===== config.mk =====
export PLATFORM = sky130hd
export DESIGN_NAME = memory_stage
export DESIGN_NICKNAME = d
export VERILOG_FILES = /design/src/rtl/memory_stage_pkg.sv /design/src/rtl/memory_stage_sp_register.sv /design/src/rtl/memory_stage.sv
export SDC_FILE = /design/constraint.sdc
export NUM_CORES = 1
export LEC_CHECK = 0
export BUFFER_PORTS_ARGS = -buffer_cell sky130_fd_sc_hd__buf_2
export CORE_ASPECT_RATIO = 2
export CORE_UTILIZATION = 40
export CTS_BUF_LIST = sky130_fd_sc_hd__clkbuf_8
export CTS_CLUSTER_SIZE = 25
export DETAILED_ROUTE_END_ITERATION = 8
export GPL_ROUTABILITY_DRIVEN = 0
export HOLD_SLACK_MARGIN = 0.05
export PLACE_DENSITY = 0.66
export SLEW_MARGIN = 5
export SYNTH_ARGS = -nofsm -noshare
export SYNTH_HDL_FRONTEND = slang
export SYNTH_HIERARCHICAL = 1
export SYNTH_SLANG_ARGS = --single-unit

===== constraint.sdc =====
create_clock -name clk -period 6.4 [get_ports clk]
set_input_delay 1.28 -clock clk [delete_from_list [all_inputs] [get_ports clk]]
set_output_delay 1.28 -clock clk [all_outputs]
set_load 0.1 [all_outputs]

===== src/rtl/memory_stage_pkg.sv =====
// memory_stage_pkg: shared types and helpers for the memory stage.
//   state_t    : multi-beat sequencer states (IDLE, BEAT1, BEAT2)
//   op_t       : memory operation class decoded from EX/MEM control bits
//   flags_word : layout of the flags word pushed on INT ({13'b0, NF, CF, ZF})
package memory_stage_pkg;

    localparam int DEFAULT_ADDR_W  = 12;
    localparam int DEFAULT_SP_INIT = 2**DEFAULT_ADDR_W - 1;
    localparam int FLAGS_W         = 3;
    localparam int FLAGS_PAD_W     = 16 - FLAGS_W;

    typedef enum logic [1:0] {
        IDLE  = 2'd0,
        BEAT1 = 2'd1,
        BEAT2 = 2'd2
    } state_t;

    typedef enum logic [2:0] {
        OP_NONE  = 3'd0,
        OP_LOAD  = 3'd1,
        OP_STORE = 3'd2,
        OP_PUSH  = 3'd3,
        OP_POP   = 3'd4
    } op_t;

    // MR&MW together without SP resolves to a store.
    function automatic op_t classify_op(input logic sp, input logic spop,
                                        input logic mr, input logic mw);
        op_t op;
        op = OP_NONE;
        if (sp) begin
            if (!spop && mw)     op = OP_PUSH;
            else if (spop && mr) op = OP_POP;
        end else begin
            if (mw)      op = OP_STORE;
            else if (mr) op = OP_LOAD;
        end
        return op;
    endfunction

    function automatic logic [15:0] flags_word(input logic [FLAGS_W-1:0] f);
        return {{FLAGS_PAD_W{1'b0}}, f};
    endfunction

endpackage


===== src/rtl/memory_stage_sp_register.sv =====
// sp_register: stack pointer storage for the memory stage.
//   clk, rst     : clock, asynchronous active-low reset (SP <- SP_INIT)
//   inc, dec     : step SP up/down by one this cycle (dec wins if both)
//   sp           : current stack pointer
//   sp_plus1     : sp + 1, the address a pop reads
// Arithmetic wraps modulo 2**ADDR_W.
module sp_register
    import memory_stage_pkg::*;
#(
    parameter int                ADDR_W  = DEFAULT_ADDR_W,
    parameter logic [ADDR_W-1:0] SP_INIT = {ADDR_W{1'b1}}
) (
    input  logic              clk,
    input  logic              rst,
    input  logic              inc,
    input  logic              dec,
    output logic [ADDR_W-1:0] sp,
    output logic [ADDR_W-1:0] sp_plus1
);

    assign sp_plus1 = sp + ADDR_W'(1);

    always_ff @(posedge clk or negedge rst) begin
        if (!rst)     sp <= SP_INIT;
        else if (dec) sp <= sp - ADDR_W'(1);
        else if (inc) sp <= sp_plus1;
    end

endmodule


===== src/rtl/memory_stage.sv =====
// memory_stage: data-memory load/store, stack push/pop and multi-beat
// PC/flags save-restore for CALL/INT/RET/RTI.
//   Inputs  : EX/MEM fields (Data, Address, MR, MW, WB, SP, SPOP, JWSP,
//             Stack_PC, Stack_Flags, WB_Address, Final_Flags), Mem_RData
//   Memory  : Mem_Addr, Mem_WData, Mem_WE (combinational; write at edge)
//   Control : Stall freezes IF..EX/MEM while a burst is in progress
//   MEM/WB  : WB_Out, WB_Address_Out, WB_Data (registered)
//   Restore : PC_From_Memory/PC_Load, Flags_From_Memory/MEM_Stack_Flags
//   Debug   : SP_Value
module memory_stage
    import memory_stage_pkg::*;
#(
    parameter int                ADDR_W  = DEFAULT_ADDR_W,
    parameter logic [ADDR_W-1:0] SP_INIT = {ADDR_W{1'b1}}
) (
    input  logic              clk,
    input  logic              rst,
    input  logic [31:0]       Data,
    input  logic [31:0]       Address,
    input  logic              MR,
    input  logic              MW,
    input  logic              WB,
    input  logic              SP,
    input  logic              SPOP,
    input  logic              JWSP,
    input  logic              Stack_PC,
    input  logic              Stack_Flags,
    input  logic [2:0]        WB_Address,
    input  logic [2:0]        Final_Flags,
    input  logic [15:0]       Mem_RData,
    output logic [ADDR_W-1:0] Mem_Addr,
    output logic [15:0]       Mem_WData,
    output logic              Mem_WE,
    output logic              Stall,
    output logic              WB_Out,
    output logic [2:0]        WB_Address_Out,
    output logic [15:0]       WB_Data,
    output logic [31:0]       PC_From_Memory,
    output logic              PC_Load,
    output logic [2:0]        Flags_From_Memory,
    output logic              MEM_Stack_Flags,
    output logic [ADDR_W-1:0] SP_Value
);

    op_t               op;
    state_t            state, next_state;
    logic              burst_start;
    logic              sp_inc, sp_dec;
    logic [ADDR_W-1:0] sp_q, sp_p1;

    // Burst command latched at beat 0; later beats ignore EX/MEM.
    logic              lat_pop;
    logic              lat_flags;
    logic [15:0]       lat_pc_lo;
    logic [2:0]        lat_ff;
    logic [15:0]       pc_lo;

    // Pop-side capture strobes for the current beat.
    logic              cap_flags, cap_lo, cap_hi;

    // JWSP is part of the EX/MEM bundle but carries no meaning in this stage.
    logic              unused_inputs;
    assign unused_inputs = ^{JWSP, Address[31:ADDR_W]};

    assign op          = classify_op(SP, SPOP, MR, MW);
    assign burst_start = Stack_PC && (op == OP_PUSH || op == OP_POP);
    assign SP_Value    = sp_q;

    sp_register #(
        .ADDR_W  (ADDR_W),
        .SP_INIT (SP_INIT)
    ) u_sp (
        .clk      (clk),
        .rst      (rst),
        .inc      (sp_inc),
        .dec      (sp_dec),
        .sp       (sp_q),
        .sp_plus1 (sp_p1)
    );

    always_ff @(posedge clk or negedge rst) begin
        if (!rst) state <= IDLE;
        else      state <= next_state;
    end

    // Beat sequencing. Push order: PC hi, PC lo, flags.
    // Pop order is the reverse: flags (optional), PC lo, PC hi.
    always_comb begin
        next_state = state;
        Mem_Addr   = Address[ADDR_W-1:0];
        Mem_WData  = Data[15:0];
        Mem_WE     = 1'b0;
        Stall      = 1'b0;
        sp_inc     = 1'b0;
        sp_dec     = 1'b0;
        cap_flags  = 1'b0;
        cap_lo     = 1'b0;
        cap_hi     = 1'b0;
        case (state)
            IDLE: begin
                if (burst_start) begin
                    Stall      = 1'b1;
                    next_state = BEAT1;
                    if (op == OP_PUSH) begin
                        Mem_Addr  = sp_q;
                        Mem_WData = Data[31:16];
                        Mem_WE    = 1'b1;
                        sp_dec    = 1'b1;
                    end else begin
                        Mem_Addr  = sp_p1;
                        sp_inc    = 1'b1;
                        cap_flags = Stack_Flags;
                        cap_lo    = !Stack_Flags;
                    end
                end else begin
                    case (op)
                        OP_PUSH: begin
                            Mem_Addr = sp_q;
                            Mem_WE   = 1'b1;
                            sp_dec   = 1'b1;
                        end
                        OP_POP: begin
                            Mem_Addr = sp_p1;
                            sp_inc   = 1'b1;
                        end
                        OP_STORE: Mem_WE = 1'b1;
                        default: ;
                    endcase
                end
            end
            BEAT1: begin
                Stall      = lat_flags;
                next_state = lat_flags ? BEAT2 : IDLE;
                if (!lat_pop) begin
                    Mem_Addr  = sp_q;
                    Mem_WData = lat_pc_lo;
                    Mem_WE    = 1'b1;
                    sp_dec    = 1'b1;
                end else begin
                    Mem_Addr  = sp_p1;
                    sp_inc    = 1'b1;
                    cap_lo    = lat_flags;
                    cap_hi    = !lat_flags;
                end
            end
            BEAT2: begin
                next_state = IDLE;
                if (!lat_pop) begin
                    Mem_Addr  = sp_q;
                    Mem_WData = flags_word(lat_ff);
                    Mem_WE    = 1'b1;
                    sp_dec    = 1'b1;
                end else begin
                    Mem_Addr  = sp_p1;
                    sp_inc    = 1'b1;
                    cap_hi    = 1'b1;
                end
            end
            default: next_state = IDLE;
        endcase
    end

    always_ff @(posedge clk or negedge rst) begin
        if (!rst) begin
            lat_pop   <= 1'b0;
            lat_flags <= 1'b0;
            lat_pc_lo <= '0;
            lat_ff    <= '0;
            pc_lo     <= '0;
        end else begin
            if (state == IDLE && burst_start) begin
                lat_pop   <= (op == OP_POP);
                lat_flags <= Stack_Flags;
                lat_pc_lo <= Data[15:0];
                lat_ff    <= Final_Flags;
            end
            if (cap_lo) pc_lo <= Mem_RData;
        end
    end

    // MEM/WB buffer and restore outputs.
    always_ff @(posedge clk or negedge rst) begin
        if (!rst) begin
            WB_Out            <= 1'b0;
            WB_Address_Out    <= '0;
            WB_Data           <= '0;
            PC_From_Memory    <= '0;
            PC_Load           <= 1'b0;
            Flags_From_Memory <= '0;
            MEM_Stack_Flags   <= 1'b0;
        end else begin
            WB_Out         <= (state == IDLE) && WB && !Stack_PC;
            WB_Address_Out <= WB_Address;
            WB_Data        <= (state == IDLE && !Stack_PC && (op == OP_LOAD || op == OP_POP))
                              ? Mem_RData : Data[15:0];
            PC_Load         <= cap_hi;
            MEM_Stack_Flags <= cap_flags;
            if (cap_hi)    PC_From_Memory    <= {Mem_RData, pc_lo};
            if (cap_flags) Flags_From_Memory <= Mem_RData[2:0];
        end
    end

endmodule

==> results of run 1 <==
## flip-flops by register name (all words and copies together) (netlist names), 3 cells and up
| register | cells |
|---|---|
| lat_ff | 3 |
| lat_pc_lo | 16 |
| Flags_From_Memory | 3 |
| pc_lo | 16 |
| PC_From_Memory | 32 |
| WB_Data | 16 |
| u_sp/sp | 12 |
| WB_Address_Out | 3 |
## placed cells by master, fill, tap and decap left out, types with 3 or more instances in the layout
| cell type | n |
|---|---|
| dfrtp_1 | 96 |
| nand3_1 | 13 |
| buf_2 | 172 |
| o2bb2ai_1 | 13 |
| a21oi_1 | 7 |
| mux2_4 | 11 |
| xnor2_1 | 11 |
| nor2b_1 | 3 |
| mux2i_1 | 6 |
| o32a_1 | 4 |
| clkbuf_8 | 9 |
| a21o_1 | 3 |
| mux2_2 | 73 |
| a221o_1 | 3 |
| nand4_1 | 3 |
| and3_1 | 6 |
| a31oi_1 | 5 |
| nor3_1 | 6 |
| inv_1 | 11 |
| nor2_1 | 10 |
| nand2_1 | 97 |
| nand2b_1 | 4 |
| a222oi_1 | 8 |
| dfstp_2 | 12 |
| a22o_1 | 8 |
| o21ai_0 | 20 |
| ha_1 | 6 |
| buf_4 | 6 |
| xor2_1 | 8 |
| inv_6 | 4 |
| a22oi_1 | 18 |
## metrics by stage
stage,utilization [%],cells,cell area [µm²]
finish,49.51,876,6915
global route,49.51,876,6915
CTS,49.51,876,6915
detailed placement,48.25,861,6739
global placement,48.25,861,6739
floorplan,-,528,5759
## worst min path at each step
stage                        from            end  slack (ns)
floorplan           lat_pc_lo[10]  lat_pc_lo[10]        0.45
global placement     lat_pc_lo[2]   lat_pc_lo[2]        0.46
detailed placement   lat_pc_lo[2]   lat_pc_lo[2]        0.46
CTS                  lat_pc_lo[2]   lat_pc_lo[2]        0.49
global route         lat_pc_lo[2]   lat_pc_lo[2]        0.51
finish               lat_pc_lo[2]   lat_pc_lo[2]        0.49
## worst max-delay path, delay by kind of cell
kind                   cells  cell delay (ns)
AOI/OAI and AO/OA          2             0.42
buffers and inverters      2             0.61
and+or+nand+nor            2             1.16
## cells by family after synthesis
kind of cell / count (synthesis)
AO/OA/AOI/OAI: 102
XOR/XNOR: 19
adder cells (fa/ha/maj): 6
buffers and inverters: 45
flip-flops: 108
multiplexers: 90
AND/OR/NAND/NOR: 158
## metal layers
| metal | wire, µm | up-vias |
|---|---|---|
| met2 | 9517 | 178 |
| met1 | 5934 | 2384 |
| met4 | 385 | 0 |
| met5 | 0 | - |
| met3 | 842 | 29 |
| li1 | - | 2217 |
## synth_stat cells, types with 2 or more instances
cell type	count
xor2_1	8
mux2_2	73
buf_6	2
o31ai_1	2
o32a_1	4
o21ai_0	20
a22oi_1	18
a31o_2	2
inv_1	11
xnor2_1	11
nor2b_1	3
a21o_1	3
nor3_1	6
and3_1	6
mux2i_1	6
dfstp_2	12
a31oi_1	5
ha_1	6
buf_2	16
clkbuf_1	14
nor4_1	2
nand2b_1	4
o22ai_1	2
dfrtp_1	96
nand4_1	3
nand2_1	97
nor2_1	10
a221o_1	3
nand4b_1	2
mux2_4	11
o2bb2ai_1	13
nand3_1	13
a222oi_1	8
a22o_1	8
a21oi_1	7
## layout make-up
| type | instances | area [µm²] |
|---|---|---|
| Fill cell | 1301 | 7052 |
| Clock inverter | 6 | 52.55 |
| Clock buffer | 9 | 123.9 |
| Timing Repair Buffer | 178 | 905.9 |
| Inverter | 11 | 41.29 |
| Sequential cell | 108 | 2718 |
| Multi-Input combinational cell | 375 | 2838 |
| Tap cell | 189 | 236.5 |
==> results.md, run 1 <==
* Adder-Cell Fraction of Synth Area at 1.303%
* Die ar. at 14910 µm²
* Final wirelength at around 17 mm
* Most common cell on crit path: buf_2
* H-Tree Depth at 3
* Sequential-to-total area share from yosys stat at 47.19%
* Fmax at 0.2100 GHz
* Vias in the first global route at 4824
* R2R depth at 9
* Critical Path RT at 5.12 ns
* Slew headroom at 17.36%
* Number of iterations in the first detailed-routing pass at 6
* Diode count at 0
* Worst-skew pair later-pin latency at 0.36 ns
* Hold buffers post-CTS at 0
* Post-cts sizing count at 0
* RSZ-0062 raised after global routing: no
* Met1 Resource Use GR at about 24%
* GRT met2 Usage at 42.76%
* CP Capture Type: primary output
* Minimum clock period at ~4.8 ns
* I/O Pins at just under 200
* I/O Buffers at between 150 and 200
* Root Buffer: clkbuf_8
* Final hold violation count at 0
* Crit-path cells: buf_2 -> nand4b_1 -> nor2_1 -> a22oi_1 -> o2bb2ai_1 -> buf_2
* Final setup violating endpoints at 0
* Worst-path clk slew at 0.10 ns
* Via count at 4808
* Met3 usage at ~3.6%
* Setup TNS at 0 ns
* Async S/R FF share, synth at between 90% and 100%
* Launch point of the worst reg-to-reg path: state[0]
* WL/cell at 19.04 µm
* Post-synth cell types at 56
* Vias per std cell at 5.489
* Global route hottest layer: met2
* Largest family of logic cells by synthesized area: multiplexers
* Post-route DRC at 0
* CTS Buffer Depth at 2
* Rows at 61
* Slowest CP cell: nor2_1
* Mux contribution to synthesized area at 18.18%
* Post-synth top area share at between 40% and 50%
* Synth Area in Compound Gates at 13.56%
* Setup CP Type: primary input to primary output
* Final WS setup at 1.638 ns
* Top area cells in the synthesized netlist: dfrtp_1 (42%), mux2_2 (14%), nand2_1 (6.3%)
* Arr. time, crit path at between 3 and 4 ns
* Largest net degree at the start of global routing at 80
* Place WS at 1.700 ns
* Period utilization at 74.41%
* Post-Synth Simple-Gate Area at 13.14%
* Initial antenna violation count at 0
* Hold Path Class: register to register
* Worst hold slack at 0.4893 ns
* GR Overflow Total at 0
* Post-Syn Area per Cell at around 11 µm²
* CTS Buf Count at 9
* CTS sink cnt at between 100 and 150
* Core ar. at about 14000 µm²
* Layout cells sized above 1 at 43.81%
* Outcome: finished clean
* Die Y at 171.7 µm
* Worst reg2reg setup slack at 3.70 ns
* Worst Setup SP: SPOP
* Area grow syn2layout at 20.07%
* Starting DRT DRC Count at 255
* Primary FF master, synth: dfrtp_1
* Mapped Cells at ~530
* Global Route Usage Sum at 22.52%
* Hpwl dp at 12.00 mm
* Mapped Nets at 630
* Delay of the slowest cell on the worst path at 0.95 ns
* Post-synth EDFFs at 0
* Cell taking the most area after synthesis: dfrtp_1
* Hold Path Depth at 2
* Antenna-violating nets left at 0
* Slew Limit Fails at 0
* Layout Skew at 0.008277 ns
* Max_cap viols at 0
* First-pass GRT wire length at 25.43 mm
* Nets at 785
* Crit start category: primary input
* Worst Setup EP: Mem_WData[12]
* Synthesized flop and latch total at 108
* Slew @ Worst Pin at 1.235 ns
* RR Endpoint: u_sp/sp[8]
* XOR/XNOR Fraction of Synth Area at 2.889%
* Synthesized area at 5759 µm²
* Setup Fix Bufs, Post-CTS at 0
* CTS tree: yes
* Ys Warns at 6
* Initial Utilization at between 40% and 50%
* Die extent in x at slightly below 90 µm
* Max FO, Critical Path at 14
Power of run 1 is not shown: default switching activity piles up to over one toggle a cycle in this logic, so the estimate is an artifact.
==> run 2, diff against run 1 <==
clock period = 4.7 ns   (was 6.4 ns; I/O delays follow)
==> run 2 against run 1 <==
Sequential cell count is the same. Critical path depth up 3. First-iteration DRC count decreased by 5.5%. Critical path type is now register to primary output. Worst setup slack got worse by 0.95 ns. Non-clock buffer count rose by 3. Cell count grew 0.46%. Routed wire length is 0.79% lower. Hold slack got worse by 0.0010 ns. Core utilization is 0.34 points higher. Cell area up 0.69%. Register-to-register slack got worse by 1.7 ns. Clock skew is 0.0067 ns higher.
==> results.md, run 2 (synthesis gave the netlist of run 1 again) <==
* Outcome: finished clean
* GR Overflow Total at 0 (unchanged)
* Filler cells at 1290 (-0.85%)
* Via count at 4827 (+0.40%)
* Largest net degree at the start of global routing at 69 (-14%)
* Placed inst area at 6761 µm² (+0.33%)
* Crit-path cells: ha_1 -> nand4_1 -> inv_1 -> nand2_1 -> xnor2_1 -> mux2_2 -> a222oi_1 -> o21ai_1 -> buf_2
* Layout cells sized above 1 at 43.99% (+0.18 points)
* Arr. time, crit path at 3.07 ns (-0.41 ns)
* CTS Buffer Depth at 2 (unchanged)
* Crit start category: register
* RSZ-0062 raised after global routing: no
* Largest register FFs at 32 (unchanged)
* I/O Pins at 195 (unchanged)
* Max_cap viols at 0 (unchanged)
* Final hold violation count at 0 (unchanged)
* Worst-path clk slew at 0.10 ns (about the same)
* Initial antenna violation count at 0 (unchanged)
* Worst-skew pair later-pin latency at 0.38 ns (+0.02 ns)
* First-pass GRT wire length at 25.56 mm (+0.52%)
* Setup CP Type: register to primary output
* Slew headroom at 30.72% (+13 points)
* Vias in the first global route at 4979 (+3.2%)
* Hold Path Class: register to register
* Die ar. at 14910 µm² (unchanged)
* Final setup violating endpoints at 0 (unchanged)
* CTS sink cnt at 108 (unchanged)
* Global Route Usage Sum at 22.92% (+0.40 points)
* Post-cts sizing count at 0 (unchanged)
* I/O Buffers at 173 (unchanged)
* Final wirelength at 16.55 mm (-0.79%)
* Flip-flop and latch area at 2718 µm² (unchanged)
* Antenna-violating nets left at 0 (unchanged)
* Util after Layout at 49.85% (+0.34 points)
* Nets at 788 (+0.38%)
* GRT met2 Usage at 42.55% (-0.21 points)
* Initial Utilization at 41.23% (unchanged)
* Minimum clock period at 4.014 ns
* Starting DRT DRC Count at 241 (-5.5%)
* CTS Buf Count at 9 (unchanged)
* Number of iterations in the first detailed-routing pass at 4 (-2)
* Largest Register: PC_From_Memory
* CP Capture Type: primary output
* Slew Limit Fails at 0 (unchanged)
* Diode count at 0 (unchanged)
* Slowest CP cell: dfstp_2
* Met3 usage at 3.263% (-0.29 points)
* Most frequent cells in the layout: buf_2 (172), nand2_1 (97), dfrtp_1 (96), mux2_2 (73), a22oi_1 (18)
* Commonest non-fill, non-tap cell in the layout: buf_2
* Hpwl dp at 12.24 mm (+2.0%)
* Slew @ Worst Pin at 1.036 ns (-0.1986 ns)
* Rows at 61 (unchanged)
* Fmax at 0.2491 GHz
* Global route hottest layer: met2
* WL/cell at 18.81 µm (-1.2%)
* Final WS setup at 0.6862 ns (-0.9516 ns)
* Root Buffer: clkbuf_8
* Layout Skew at 0.01496 ns (+0.006678 ns)
* Final instance area at 6963 µm² (+0.69%)
* Setup TNS at 0 ns (unchanged)
* CTS tree: yes
* Die Y at 171.7 µm (unchanged)
* Die extent in x at 86.85 µm (unchanged)
* Place WS at 0.9476 ns (-0.7526 ns)
* Hold buffers post-CTS at 0 (unchanged)
* Core ar. at 13970 µm² (unchanged)
* Area grow syn2layout at 20.90%
* H-Tree Depth at 3 (unchanged)
* Max FO, Critical Path at 11 (-3)
* Met1 Resource Use GR at 23.33% (-0.75 points)
* Period utilization at 85.40%
* Critical Path RT at 3.76 ns (-1.36 ns)
* Delay of the slowest cell on the worst path at 0.67 ns (-0.28 ns)
* Post-route DRC at 0 (unchanged)
* Setup Fix Bufs, Post-CTS at 0 (unchanged)
* Vias per std cell at 5.485 (about the same)
* Multi-input logic area at 2838 µm² (unchanged)
==> run 2: changes by cell type in the layout (fill, tap and decap cells not counted) <==
cell,delta
clkinvlp_4,+1
bufinv_16,+1
clkinv_1,+1
clkinv_2,+1
clkbuf_8,+1
inv_6,-4
o21ai_0,-7
buf_4,+3
o21ai_1,+7
==> run 2: path summary, 6_finish.rpt <==
check,endpoint,cells past startpoint,slack (ns),from
worst max-delay path,Mem_Addr[6],9,0.69,u_sp/sp[0]
worst min-delay path,lat_pc_lo[6],2,0.49,lat_pc_lo[6]
worst max register to register,Flags_From_Memory[2],6,1.98,state[1]
worst min register to register,lat_pc_lo[6],2,0.49,lat_pc_lo[6]
max in group asynchronous,WB_Data[13],2,2.97,rst
min in group asynchronous,WB_Out,1,0.65,rst
==> run 2: metal layers <==
metal	wire length [µm]	part of all wire, %
met5	0	0
met4	841	5.1
met3	653	3.9
met2	9266	56
met1	5788	35
==> run 2: layout make-up <==
type	count	area share, %
clock inverter	6	0.9164
inverter	11	0.5930
clock buffer	10	1.977
timing repair buffer	181	13.33
tap	189	3.396
multi-input combinational	375	40.75
sequential	108	39.03
==> run 2: metrics by stage <==
step | std cells | hold WS, ns
2_1_floorplan | 528 | 0.4461
3_3_place_gp | 864 | 0.4593
3_5_place_dp | 864 | 0.4646
4_1_cts | 880 | 0.4910
5_1_grt | 880 | 0.5162
6_report | 880 | 0.4883
==> run 2: critical path, delay by kind of cell (launching register included) <==
| family | cells | cell delay, ns |
|---|---|---|
| compound gates | 2 | 0.49 |
| xor+xnor | 1 | 0.17 |
| fa+ha+maj | 1 | 0.30 |
| buf+inv | 2 | 0.47 |
| flops | 1 | 0.67 |
| simple gates | 2 | 0.32 |
| mux | 1 | 0.28 |
Power of run 2 is left out for the same reason.
==> run 3, diff against run 2 <==
SYNTH_HIERARCHICAL = not set   (was 1)
==> run 3 against run 2 <==
Worst setup slack worse by 0.13 ns. Critical path depth down 3. Area after synthesis up 0.37%. Highest routed layer unchanged. Hold slack worse by 0.014 ns. Die area up 0.36%. First-iteration DRC count down 18%.
==> results.md, run 3 <==
* Setup Fix Bufs, Post-CTS at 0 (unchanged)
* Top area cells in the synthesized netlist: dfrtp_1 (42%), mux2_2 (11%), nand2_1 (9.3%)
* Max FO, Critical Path at 15 (+4)
* Outcome: finished clean
* Die ar. at 14970 µm² (+0.36%)
* Via count at 5308 (+10%)
* Post-Syn Area per Cell at 9.445 µm² (-13%)
* CP Capture Type: primary output
* Rows at 61 (unchanged)
* Layout cells sized above 1 at 36.07% (-7.9 points)
* Layout Skew at 0.01557 ns (+0.0006160 ns)
* Period utilization at 88.08% (+2.7 points)
* GR Overflow Total at 0 (unchanged)
* Vias in the first global route at 5435 (+9.2%)
* Vias per std cell at 5.541 (+1.0%)
* Sequential-to-total area share from yosys stat at 47.01% (-0.17 points)
* Max_cap viols at 0 (unchanged)
* Die extent in x at 87.01 µm (+0.18%)
* R2R depth at 8 (+2)
* Multi-input logic area at 2840 µm² (about the same)
* RSZ-0062 raised after global routing: no
* Post-route DRC at 0 (unchanged)
* Commonest non-fill, non-tap cell in the layout: buf_2
* Primary FF master, synth: dfrtp_1
* Critical Path RT at 3.76 ns (about the same)
* RR Endpoint: PC_From_Memory[3]
* Worst reg2reg setup slack at 2.02 ns (+0.04 ns)
* Slew Limit Fails at 0 (unchanged)
* Starting DRT DRC Count at 198 (-18%)
* CTS tree: yes
* Crit-path cells: nand4_1 -> nor4_1 -> xor2_1 -> nor2_1 -> o221ai_1 -> buf_2
* Mapped Cells at 612 (+16%)
* Core ar. at 13970 µm² (unchanged)
* Cell taking the most area after synthesis: dfrtp_1
* Most frequent cells in the layout: buf_2 (172), nand2_1 (143), dfrtp_1 (96), mux2_2 (56), o21ai_0 (24)
* I/O Buffers at 173 (unchanged)
* Post-synth EDFFs at 0 (unchanged)
* Crit start category: register
* Die Y at 172.0 µm (+0.18%)
* Largest net degree at the start of global routing at 78 (+13%)
* I/O Pins at 195 (unchanged)
* Initial antenna violation count at 1 (+1)
* Arr. time, crit path at 3.20 ns (+0.13 ns)
* Worst-skew pair later-pin latency at 0.37 ns (about the same)
* First-pass GRT wire length at 28.07 mm (+9.8%)
* Number of iterations in the first detailed-routing pass at 5 (+1)
* Post-synth cell types at 60 (+7.1%)
* Post-synth top area share at 41.56% (-0.15 points)
* Initial Utilization at 41.39% (+0.15 points)
* H-Tree Depth at 3 (unchanged)
* Most frequent cell after synthesis: nand2_1
* Largest Register: PC_From_Memory
* Filler cells at 1347 (+4.4%)
* Fmax at 0.2416 GHz (-3.0%)
* Slew headroom at 30.05% (-0.67 points)
* Hold Path Class: register to register
* Synthesized flop and latch total at 108 (unchanged)
* CTS Buffer Depth at 2 (unchanged)
* Root Buffer: clkbuf_8
* Worst Setup SP: u_sp.sp[5]
* Final setup violating endpoints at 0 (unchanged)
* Async S/R FF share, synth at 100.0% (unchanged)
* Area grow syn2layout at 21.06%
* Mapped Nets at 714 (+13%)
* Slew @ Worst Pin at 1.048 ns (+0.01163 ns)
* Minimum clock period at 4.140 ns (+0.1260 ns)
* Hold path start: pc_lo[5]
* Final wirelength at 17.98 mm (+8.6%)
* Largest register FFs at 32 (unchanged)
* Ys Warns at 0 (-6)
* Synth top cells by count: nand2_1 (143), dfrtp_1 (96), mux2_2 (56), o21ai_0 (39), clkbuf_1 (32)
* Delay of the slowest cell on the worst path at 0.72 ns (+0.05 ns)
* Final hold violation count at 0 (unchanged)
* Nets at 865 (+9.8%)
* Antenna-violating nets left at 0 (unchanged)
* Setup CP Type: register to primary output
* Slowest CP cell: nor4_1
* Worst-path clk slew at 0.12 ns (+0.02 ns)
* Hold buffers post-CTS at 0 (unchanged)
* Hold EP: PC_From_Memory[5]
* WL/cell at 18.76 µm (-0.23%)
* Hold Path Depth at 2 (unchanged)
* Global Route Usage Sum at 24.67% (+1.8 points)
* Setup TNS at 0 ns (unchanged)
* CTS sink cnt at 108 (unchanged)
* Post-cts sizing count at 0 (unchanged)
* Synthesized area at 5781 µm² (+0.37%)
* CTS Buf Count at 9 (unchanged)
* Flip-flop and latch area at 2718 µm² (unchanged)
* Hpwl dp at 13.35 mm (+9.1%)
* Launch point of the worst reg-to-reg path: state[1]
run 3: cell count changes after synthesis, moves of 7 or more:
cell,previous run,this run
nand2_1,97,143
o21ai_0,20,39
clkbuf_1,14,32
mux2_2,73,56
o2bb2ai_1,13,0
mux2_4,11,0
nor2_1,10,21
a21oi_1,7,16
buf_2,16,7
a22o_1,8,1
nor3_1,6,13
run 3: final cells by class:
cell class / count / share of cell area, %
multi-input cells: 448 / 40.59
clock inverters: 6 / 0.9655
inverters: 12 / 0.6437
well taps: 189 / 3.379
repair buffers: 184 / 13.59
clock buffers: 10 / 1.967
flip-flops and latches: 108 / 38.83
diodes: 1 / 0.03576
run 3: layer usage:
layer	global-route usage (%)	routed length, µm	vias up
met5	0	0	-
met4	12.75	615	0
met3	3.771	905	42
met2	45.43	10010	239
met1	26.65	6440	2567
li1	-	-	2460
run 3: logic make-up after synthesis:
family	Yosys count	synth area share, %
xor+xnor	11	1.667
mux	66	12.64
compound gates	127	14.94
fa+ha+maj	6	1.299
buf+inv	56	3.961
flops	108	47.01
simple gates	238	18.49
run 3: per-stage QoR:
step	instances	utilization (%)	hold slack, ns	worst slack, ns	cell area [µm²]
detailed placement	941	48.62	0.4565	0.7968	6790
global route	958	50.10	0.4988	0.4117	6998
global placement	941	48.62	0.4469	0.7839	6790
CTS	957	50.09	0.4800	0.5785	6995
finish	958	50.10	0.4743	0.5602	6998
floorplan	612	-	0.4348	0.1508	5781
run 3: worst max-delay path by stage:
stage | to | slack (ns) | cells after the start
after global routing | Mem_Addr[11] | 0.41 | 6
after floorplan | Mem_Addr[11] | 0.15 | 7
after CTS | Mem_Addr[4] | 0.58 | 8
final | Mem_Addr[11] | 0.56 | 6
after detailed placement | Mem_Addr[4] | 0.80 | 7
after global placement | Mem_Addr[4] | 0.78 | 7
run 3: critical path: cells and delay by family, from the launching register on:
kind / cells / cell delay (ns)
and+or+nand+nor: 3 / 1.29
AOI/OAI and AO/OA: 1 / 0.18
buffers and inverters: 1 / 0.46
xor gates and xnor gates: 1 / 0.19
DFF: 1 / 0.70
Power of run 3 is left out for the same reason.
